**config.mk**
```make
export PLATFORM = sky130hd
export DESIGN_NAME = pulse_burst_sequencer_flat
export DESIGN_NICKNAME = d
export VERILOG_FILES = /design/src/rtl/pulse_burst_sequencer_if.sv /design/src/rtl/pulse_burst_sequencer.sv /design/src/flat_wrapper.sv
export SDC_FILE = /design/constraint.sdc
export NUM_CORES = 1
export LEC_CHECK = 0
export ABC_AREA = 1
export BUFFER_PORTS_ARGS = -buffer_cell sky130_fd_sc_hd__buf_4
export CAP_MARGIN = 20
export CELL_PAD_IN_SITES_DETAIL_PLACEMENT = 1
export CELL_PAD_IN_SITES_GLOBAL_PLACEMENT = 1
export CORE_MARGIN = 2
export CORE_UTILIZATION = 42
export DETAILED_ROUTE_END_ITERATION = 10
export PLACE_DENSITY = 0.85
export SLEW_MARGIN = 40
export SYNTH_ARGS = -nofsm -noshare
export SYNTH_HDL_FRONTEND = slang
export SYNTH_SLANG_ARGS = --single-unit
```
**constraint.sdc**
```tcl
create_clock -name clk -period 3.7 [get_ports clk]
set_input_delay 0.185 -clock clk [delete_from_list [all_inputs] [get_ports clk]]
set_output_delay 0.185 -clock clk [all_outputs]
set_load 0.02 [all_outputs]
```
**src/rtl/pulse_burst_sequencer_if.sv**
```systemverilog
// Control/status bundle for the padiwa test-pulse sequencer.
// The master side loads config and issues start/stop; the slave side is the sequencer.
interface pulse_burst_sequencer_if #(
    parameter int CNT_W = 16,
    parameter int NCH   = 16
);
    logic             start;
    logic             stop;
    logic [CNT_W-1:0] cfg_width;
    logic [CNT_W-1:0] cfg_dead;
    logic [15:0]      cfg_count;
    logic [NCH-1:0]   cfg_mask;
    logic             cfg_walk;
    logic [NCH-1:0]   pulse_out;
    logic             spare_out;
    logic             busy;
    logic             done;
    logic [15:0]      pulse_cnt;

    modport master (
        output start, stop, cfg_width, cfg_dead, cfg_count, cfg_mask, cfg_walk,
        input  pulse_out, spare_out, busy, done, pulse_cnt
    );

    modport slave (
        input  start, stop, cfg_width, cfg_dead, cfg_count, cfg_mask, cfg_walk,
        output pulse_out, spare_out, busy, done, pulse_cnt
    );
endinterface

```
**src/rtl/pulse_burst_sequencer.sv**
```systemverilog
// Programmable pulse-train generator for the 16 padiwa test-pulse channels:
// fixed width/dead time, finite or continuous count, all-channel or walking-channel mode.
module pulse_burst_sequencer #(
    parameter int CNT_W = 16,
    parameter int NCH   = 16
) (
    input  logic                    clk,
    input  logic                    reset,
    pulse_burst_sequencer_if.slave  bus
);

    localparam int PTR_W = $clog2(NCH);

    typedef enum logic [1:0] {IDLE, HIGH, LOW} state_t;

    state_t           state;
    logic [CNT_W-1:0] phase_cnt;
    logic [CNT_W-1:0] sh_width;
    logic [CNT_W-1:0] sh_dead;
    logic [15:0]      sh_count;
    logic [NCH-1:0]   sh_mask;
    logic             sh_walk;
    logic [PTR_W-1:0] ptr;
    logic [PTR_W-1:0] nxt_ptr;

    logic [NCH-1:0]   pulse_out_p0;
    logic             spare_out_p0;
    logic             busy_p0;
    logic             done_p0;
    logic [15:0]      pulse_cnt_p0;

    function automatic logic [CNT_W-1:0] at_least_one(input logic [CNT_W-1:0] v);
        at_least_one = (v == '0) ? CNT_W'(1) : v;
    endfunction

    function automatic logic [PTR_W-1:0] lowest_set(input logic [NCH-1:0] m);
        lowest_set = '0;
        for (int i = NCH - 1; i >= 0; i--) begin
            if (m[i]) lowest_set = PTR_W'(i);
        end
    endfunction

    // Index arithmetic wraps naturally because NCH is exactly 2**PTR_W.
    function automatic logic [PTR_W-1:0] next_set(input logic [NCH-1:0] m,
                                                  input logic [PTR_W-1:0] p);
        logic [PTR_W-1:0] idx;
        next_set = p;
        for (int i = NCH - 1; i >= 1; i--) begin
            idx = p + PTR_W'(i);
            if (m[idx]) next_set = idx;
        end
    endfunction

    function automatic logic [NCH-1:0] chan_sel(input logic             walk,
                                                input logic [NCH-1:0]   m,
                                                input logic [PTR_W-1:0] p);
        logic [NCH-1:0] one;
        one    = '0;
        one[p] = 1'b1;
        chan_sel = walk ? (one & m) : m;
    endfunction

    function automatic logic [15:0] sat_inc(input logic [15:0] v);
        sat_inc = (v == 16'hFFFF) ? v : v + 16'd1;
    endfunction

    assign nxt_ptr = next_set(sh_mask, ptr);

    always_ff @(posedge clk) begin
        if (reset) begin
            state        <= IDLE;
            phase_cnt    <= '0;
            sh_width     <= '0;
            sh_dead      <= '0;
            sh_count     <= '0;
            sh_mask      <= '0;
            sh_walk      <= 1'b0;
            ptr          <= '0;
            pulse_out_p0 <= '0;
            spare_out_p0 <= 1'b0;
            busy_p0      <= 1'b0;
            done_p0      <= 1'b0;
            pulse_cnt_p0 <= '0;
        end else begin
            done_p0 <= 1'b0;
            if (state != IDLE && bus.stop) begin
                state        <= IDLE;
                pulse_out_p0 <= '0;
                spare_out_p0 <= 1'b0;
                busy_p0      <= 1'b0;
                done_p0      <= 1'b1;
            end else begin
                case (state)
                    IDLE: begin
                        if (bus.start && !bus.stop) begin
                            sh_width     <= at_least_one(bus.cfg_width);
                            sh_dead      <= at_least_one(bus.cfg_dead);
                            sh_count     <= bus.cfg_count;
                            sh_mask      <= bus.cfg_mask;
                            sh_walk      <= bus.cfg_walk;
                            ptr          <= lowest_set(bus.cfg_mask);
                            phase_cnt    <= CNT_W'(1);
                            pulse_cnt_p0 <= 16'd1;
                            pulse_out_p0 <= chan_sel(bus.cfg_walk, bus.cfg_mask,
                                                     lowest_set(bus.cfg_mask));
                            spare_out_p0 <= 1'b1;
                            busy_p0      <= 1'b1;
                            state        <= HIGH;
                        end
                    end
                    HIGH: begin
                        if (phase_cnt >= sh_width) begin
                            pulse_out_p0 <= '0;
                            spare_out_p0 <= 1'b0;
                            phase_cnt    <= CNT_W'(1);
                            // Finite runs end straight from the last high phase, no trailing dead time.
                            if (sh_count != 16'd0 && pulse_cnt_p0 == sh_count) begin
                                busy_p0 <= 1'b0;
                                done_p0 <= 1'b1;
                                state   <= IDLE;
                            end else begin
                                state   <= LOW;
                            end
                        end else begin
                            phase_cnt <= phase_cnt + CNT_W'(1);
                        end
                    end
                    LOW: begin
                        if (phase_cnt >= sh_dead) begin
                            ptr          <= nxt_ptr;
                            pulse_out_p0 <= chan_sel(sh_walk, sh_mask, nxt_ptr);
                            spare_out_p0 <= 1'b1;
                            pulse_cnt_p0 <= sat_inc(pulse_cnt_p0);
                            phase_cnt    <= CNT_W'(1);
                            state        <= HIGH;
                        end else begin
                            phase_cnt <= phase_cnt + CNT_W'(1);
                        end
                    end
                    default: state <= IDLE;
                endcase
            end
        end
    end

    assign bus.pulse_out = pulse_out_p0;
    assign bus.spare_out = spare_out_p0;
    assign bus.busy      = busy_p0;
    assign bus.done      = done_p0;
    assign bus.pulse_cnt = pulse_cnt_p0;

endmodule
```
**src/flat_wrapper.sv**
```systemverilog
// flat-port wrapper written by rule: the top's interface ports become plain ports
module pulse_burst_sequencer_flat 
#(
    parameter int CNT_W = 16,
    parameter int NCH   = 16
)
  (clk, reset, bus_start, bus_stop, bus_cfg_width, bus_cfg_dead, bus_cfg_count, bus_cfg_mask, bus_cfg_walk, bus_pulse_out, bus_spare_out, bus_busy, bus_done, bus_pulse_cnt);
  pulse_burst_sequencer_if #(.CNT_W(CNT_W), .NCH(NCH)) bus_i ();
  input  logic clk;
  input  logic reset;
  input wire logic [$bits(bus_i.start)-1:0] bus_start;
  input wire logic [$bits(bus_i.stop)-1:0] bus_stop;
  input wire logic [$bits(bus_i.cfg_width)-1:0] bus_cfg_width;
  input wire logic [$bits(bus_i.cfg_dead)-1:0] bus_cfg_dead;
  input wire logic [$bits(bus_i.cfg_count)-1:0] bus_cfg_count;
  input wire logic [$bits(bus_i.cfg_mask)-1:0] bus_cfg_mask;
  input wire logic [$bits(bus_i.cfg_walk)-1:0] bus_cfg_walk;
  output wire logic [$bits(bus_i.pulse_out)-1:0] bus_pulse_out;
  output wire logic [$bits(bus_i.spare_out)-1:0] bus_spare_out;
  output wire logic [$bits(bus_i.busy)-1:0] bus_busy;
  output wire logic [$bits(bus_i.done)-1:0] bus_done;
  output wire logic [$bits(bus_i.pulse_cnt)-1:0] bus_pulse_cnt;
  assign bus_i.start = bus_start;
  assign bus_i.stop = bus_stop;
  assign bus_i.cfg_width = bus_cfg_width;
  assign bus_i.cfg_dead = bus_cfg_dead;
  assign bus_i.cfg_count = bus_cfg_count;
  assign bus_i.cfg_mask = bus_cfg_mask;
  assign bus_i.cfg_walk = bus_cfg_walk;
  assign bus_pulse_out = bus_i.pulse_out;
  assign bus_spare_out = bus_i.spare_out;
  assign bus_busy = bus_i.busy;
  assign bus_done = bus_i.done;
  assign bus_pulse_cnt = bus_i.pulse_cnt;
  pulse_burst_sequencer #(.CNT_W(CNT_W), .NCH(NCH)) u_core (.clk(clk), .reset(reset), .bus(bus_i));
endmodule
```
# After elaboration in Yosys (flattened, before gate mapping)
# Cells that the tools add are included.
# classes
addsub	17
n_lt_le_gt_ge	21
n_eq_ne	9
mux	102
bitwise	3
reduce_logical	22
# ops
cell	n
16-bit two-way mux	12
4-bit two-way mux	36
16-bit one-hot mux with 3 select lines	2
4-bit by 5-bit less-than comparator with 1-bit output, second input constant	17
1-bit binary-select mux with 4-bit select	15
16-bit by 1-bit adder with 16-bit output, second input constant	2
4-bit adder, second input constant	8
16-bit bitwise AND	2
16-bit >= comparator	2
16-bit logical NOT	2
16-bit one-hot mux with 2 select lines	1
1-bit two-way mux	26
4-bit by 3-bit adder with 4-bit output, second input constant	4
16-bit == test	1
16-bit == test, second input constant	1
16-bit nonzero test	1
4-bit AND reduction	3
3-bit AND reduction	3
4-bit by 2-bit adder with 4-bit output, second input constant	2
1-bit demux with 4-bit select	2
4-bit by 1-bit >= comparator with 1-bit output, second input constant	2
2-bit two-way mux	4
2-bit by 1-bit != test with 1-bit output, second input constant	4
4-bit one-hot mux with 2 select lines	1
15 further kinds	21
# totals
reg_bits	122
in_bits	69
out_inout_bits	35
wordCells	187

# Longest topological paths before layout
# depth
word_depth	28
depth_mapped	33
mapped_depth_nobuf	31

# Worst setup path after synthesis
# OpenSTA, ideal clock, no wires.
# synth_timing
kind	register to register
start	register u_core.ptr[1]
end	register u_core.pulse_out_p0[5], in the netlist u_core.bus.pulse_out[5]
setup_ps	67
t_arrival_ps	2838
setup_slack_ps	796
path_stages_with_launch	30
path_buffers	2
synth_period_minus_slack_ps	2904
cell_sequence	dfxtp_1 inv_1 buf_4 ha_1 inv_1 buf_2 nand3_1 nand3_1 nand3_2 nand2_2 nor2_1 o21ai_1 nand2_1 nand2_1 nand2_1 nand2_1 nand2_1 nand2_1 nand2_1 nand2_1 nand2_1 nand2_2 nand2_2 nand2_2 nand2_4 nor2_2 nand2_1 nand2_1 nand2_1 a21oi_2
# synth_via
elab_chain_cells	26
elab_cells_between_ends	69
cone_classes	add/sub: 15; order compare: 2; mux: 50; bitwise: 1; reduce/logical: 1
# synth_rtl
element	line	source
from (decl)	pulse_burst_sequencer.sv:23	logic [PTR_W-1:0] ptr;
from (signal assigned)	pulse_burst_sequencer.sv:101	ptr <= lowest_set(bus.cfg_mask);
from (signal assigned)	pulse_burst_sequencer.sv:130	ptr <= nxt_ptr;
4-bit adder	pulse_burst_sequencer.sv:49	idx = p + PTR_W'(i);
1-bit binary-select mux with 4-bit select	pulse_burst_sequencer.sv:50	if (m[idx]) next_set = idx;
1-bit two-way mux (implied by the code)	pulse_burst_sequencer.sv:50	
4-bit two-way mux (14 in a row)	pulse_burst_sequencer.sv:50	
4-bit two-way mux *	pulse_burst_sequencer.sv:50	
4-bit by 5-bit less-than comparator with 1-bit output (implied by the code) or 4-bit by 1-bit >= comparator with 1-bit output (tied branches)	pulse_burst_sequencer.sv:59	one[p] = 1'b1;
1-bit logical AND (implied by the code)	pulse_burst_sequencer.sv:59	
1-bit two-way mux (implied by the code)	pulse_burst_sequencer.sv:59	
1-bit demux with 4-bit select *	--	
16-bit bitwise AND *	pulse_burst_sequencer.sv:60	chan_sel = walk ? (one & m) : m;
16-bit two-way mux *	pulse_burst_sequencer.sv:60	
16-bit two-way mux *	pulse_burst_sequencer.sv:129	if (phase_cnt >= sh_dead) begin
16-bit one-hot mux with 3 select lines *	pulse_burst_sequencer.sv:93	case (state)
to (signal assigned)	pulse_burst_sequencer.sv:104	pulse_out_p0 <= chan_sel(bus.cfg_walk, bus.cfg_mask,
to (signal assigned)	pulse_burst_sequencer.sv:131	pulse_out_p0 <= chan_sel(sh_walk, sh_mask, nxt_ptr);
to (decl)	pulse_burst_sequencer.sv:26	logic [NCH-1:0] pulse_out_p0;
# Mark *: on every way between the ends. The rest lies on a longest branch, timed or not. The select of a mux whose other input is x is not followed.
# A chain may end at the register's enable or synchronous reset.

# Final worst setup path
# layout_timing
start	register u_core.phase_cnt[0]
end	register u_core.phase_cnt[11]
# layout_via
elab_chain_cells	3
elab_cells_between_ends	6
cone_classes	add/sub: 1; order compare: 2; mux: 3
# layout_rtl
element	line	source
from (decl)	pulse_burst_sequencer.sv:17	logic [CNT_W-1:0] phase_cnt;
from (signal assigned)	pulse_burst_sequencer.sv:125	phase_cnt <= phase_cnt + CNT_W'(1);
from (signal assigned)	pulse_burst_sequencer.sv:137	phase_cnt <= phase_cnt + CNT_W'(1);
16-bit by 1-bit adder with 16-bit output, or another cell as far along	pulse_burst_sequencer.sv:125, pulse_burst_sequencer.sv:137	
16-bit two-way mux (on tied branches)	pulse_burst_sequencer.sv:129, pulse_burst_sequencer.sv:112	
16-bit one-hot mux with 3 select lines *	pulse_burst_sequencer.sv:93	
# Mark *: on every way between the ends. The rest lies on a longest branch, timed or not.

==> out/metrics.yaml <==
status: "completed"
crit_slowest_cell: "dfxtp_1"
path_cells: "inv_1 > ha_1 > inv_1 > a21boi_1 > o21a_1 > o21a_1 > o21a_1 > o21ai_1 > nand2_1 > nand3_1 > nand2_1 > nand2_1 > a21oi_1 > nor2_1 > nand2_1 > nand2_1 > nand2_1 > clkinvlp_4 > nand3_1 > a21oi_1"
synthCells: 1301
dr.first_iter.drc_count: 531
slew_headroom_pct: 49.42
placed_cells: 1641
drc: 0
ys_types: 50
fin_nets: 1508
cts_sinks: 122
yosysWarnings: 0
gp_congestion: 0.9198
synth-seq-area-share_pct: 28.72
start_util_pct: 42.43
cp_slowest_stage_delay_ns: 0.44
syn_avg_cell_area_um2: 6.536
antenna_found_initial: 0
path_max_fanout: 13
grt_overflow: 0
die-height_um: 146.3
via_per_inst: 5.493
cts_buffers: 17
dp_hpwl_mm: 21.54
rows: 52
routed_wirelength_mm: 29.64
cts_tree: "yes"
nFillCells: 2736
fin_setup_tns_ns: 0
fin_crit_ns: 3.362
htree_levels: 4
dr.pass1.iters: 5
power.density_nw_per_um2: 956.3
power_switching_w: 0.005113
pwr-share-clk_pct: 17.8
diodes: 0
fin_area_um2: 10160
crit_path_start_kind: "flip-flop"
clk_pin_slew_ns: 0.06
crit_path_end_kind: "flip-flop"
grt_pass1_wl_mm: 48.45
combPwrFrac_pct: 64.4
max_freq_mhz: 297.5
worst_slew_pin_slew_ns: 0.7579
synth_fp_nets: 1417
clock_skew_ns: 0.009605
drive_above_1_share_pct: 16.81
hp-class: "in2reg"
multi_input_area_um2: 5165
io_buffers: 103
grt_pass1_vias: 9632
setup_viol: 0
cts.path.max_buffers: 2
vias: 9195
core_area_um2: 20040
p_int_w: 0.004606
dieArea_um2: 21400
ir_drop_v: 0.0005838
p_leak_nw: 4.473
crit_required_ns: 4.04
die_x_um: 146.3
routedWlPerCell_um: 17.70
critical_path_class: "reg2reg"
final_cells: 1674
sequentialPowerShare_pct: 17.8
grtUsageTotal_pct: 27.80
cp.arrival_ns: 3.71
clock_latency_ns: 0.43
switching_share_pct: 52.61
maxCapViolations: 0
maxSlewViolCount: 0
cts_hold_buf: 0
placed_area_um2: 9503
final_hold_viol_count: 0
rsz0062_at_grt: "false"
syn2layout_area_growth_pct: 19.53
pin_count: 104
synth.cell_area_um2: 8503
root_buffer: "clkbuf_16"
fin_crit_sh_pct: 90.86
grt_max_degree: 127
seqCellArea_um2: 2444
ys_ff_latch: 122
drtAntennaViolNets: 0
cpMostUsedCell: "nand2_1"
## what timing repair did
action | 4_1_cts | 5_1_grt
resized for setup | 0 | 12
endpoints found under the setup margin | 0 | 32
buffers inserted | 0 | 2
## Yosys cell counts, drive strengths merged
library cell | n | area, µm²
nor3b | 1 | 7.510
a31oi | 3 | 18.77
xor2 | 8 | 115.1
o2111ai | 1 | 8.760
ha | 47 | 588.1
nor2 | 108 | 437.9
nand3b | 3 | 22.52
o21ai | 92 | 475.4
a21oi | 148 | 763.2
nand2 | 328 | 1364
o211ai | 2 | 15.01
o21a | 5 | 37.54
o221ai | 2 | 17.52
a21boi | 1 | 7.510
nor4 | 14 | 87.58
a221oi | 2 | 17.52
nand3 | 89 | 485.5
o221a | 1 | 11.26
clkinv | 1 | 3.750
xnor2 | 4 | 35.03
inv | 182 | 695.7
a211oi | 38 | 285.3
o211a | 1 | 10.01
a311oi | 2 | 17.52
nand4 | 23 | 143.9
nor3 | 18 | 90.09
clkbuf | 34 | 127.6
or2 | 4 | 25.02
o21bai | 1 | 7.510
o31ai | 2 | 15.01
a21o | 1 | 7.510
dfxtp | 122 | 2442
buf | 13 | 116.4
## routing by layer
metal  up-vias  track usage [%]  routed length [µm]
li1       4488                -                   -
met4         0            9.320                 604
met1      4435            35.60               13280
met3        53            3.375                1169
met5         -                0                   0
met2       219            48.61               14590
## placed cells by master (no fill, tap or decap), types with 5 or more instances in the layout
master and n:
nor2_1 100, xor2_1 5, dfxtp_1 121, nand2_1 294, o21a_1 5, o21ai_2 5
nand2_4 11, inv_2 9, nor4_1 14, buf_4 118, a211oi_1 38, nand3_1 80
nand4_1 23, clkbuf_16 17, ha_1 47, o21ai_1 5, nor3_1 15, nand3_2 8
inv_1 167, nand2_2 23, a21oi_1 144, nor2_2 5, o21ai_0 82
## cell type report
class	instances	area share (%)
repair buffers	119	8.913
flip-flops and latches	122	24.04
multi-input cells	949	50.82
well taps	270	3.324
clock buffers	21	4.530
inverters	183	6.992
clock inverters	10	1.379
## flip-flops by register name (all words and copies together), names as in the netlist, 2 cells and up
register and flops:
u_core.ptr 4, u_core.sh_count 16, u_core.bus.pulse_out 16, u_core.state 2
u_core.bus.pulse_cnt 16, u_core.sh_dead 16, u_core.sh_mask 16, u_core.phase_cnt 16
u_core.sh_width 16
## logic make-up (layout without fill, tap and decap cells)
family                     after synthesis  count (layout)  synth area share (%)
AOI/OAI and AO/OA                      302             302                 20.17
xor gates and xnor gates                12              12                 1.766
adders and majority gates               47              47                 6.916
buffers and inverters                  230             333                 11.09
DFF                                    122             122                 28.72
and+or+nand+nor                        588             588                 31.33
## power by group through the flow
stage                     clock network, W  registers (W)  logic [W]
after floorplan                          0        0.00178    0.00448
after global placement                   0        0.00174    0.00592
after detailed placement                 0        0.00175    0.00608
after CTS                          0.00174        0.00173    0.00615
after global routing               0.00180        0.00176    0.00695
final                              0.00173        0.00173    0.00626
## worst max-delay path, delay by kind of cell (launching register included)
family	cells	cell delay (ns)
simple gates	9	1.07
compound gates	7	0.98
buf+inv	3	0.50
flops	1	0.44
fa+ha+maj	1	0.30
## final timing paths
| check | startpoint | to | slack [ns] | depth (start not counted) |
|---|---|---|---|---|
| hold / removal | bus_cfg_width[0] | u_core.sh_width[0] | 0.04 | 3 |
| setup reg to reg | u_core.phase_cnt[0] | u_core.phase_cnt[11] | 0.34 | 20 |
| setup / recovery | u_core.phase_cnt[0] | u_core.phase_cnt[11] | 0.34 | 20 |
| hold reg to reg | u_core.sh_width[6] | u_core.sh_width[6] | 0.48 | 2 |
## per-stage QoR
step	total power (W)	utilization, %	setup WS (ns)	hold WS, ns
2_1_floorplan	0.006267	-	0.7957	0.3574
3_3_place_gp	0.007654	47.41	0.2568	0.4594
3_5_place_dp	0.007825	47.42	0.1528	0.4669
4_1_cts	0.009622	50.42	0.07125	0.03466
5_1_grt	0.01051	50.72	0.02956	0.06608
6_report	0.009720	50.72	0.3382	0.03572
Power figures use the tool's default switching activity.
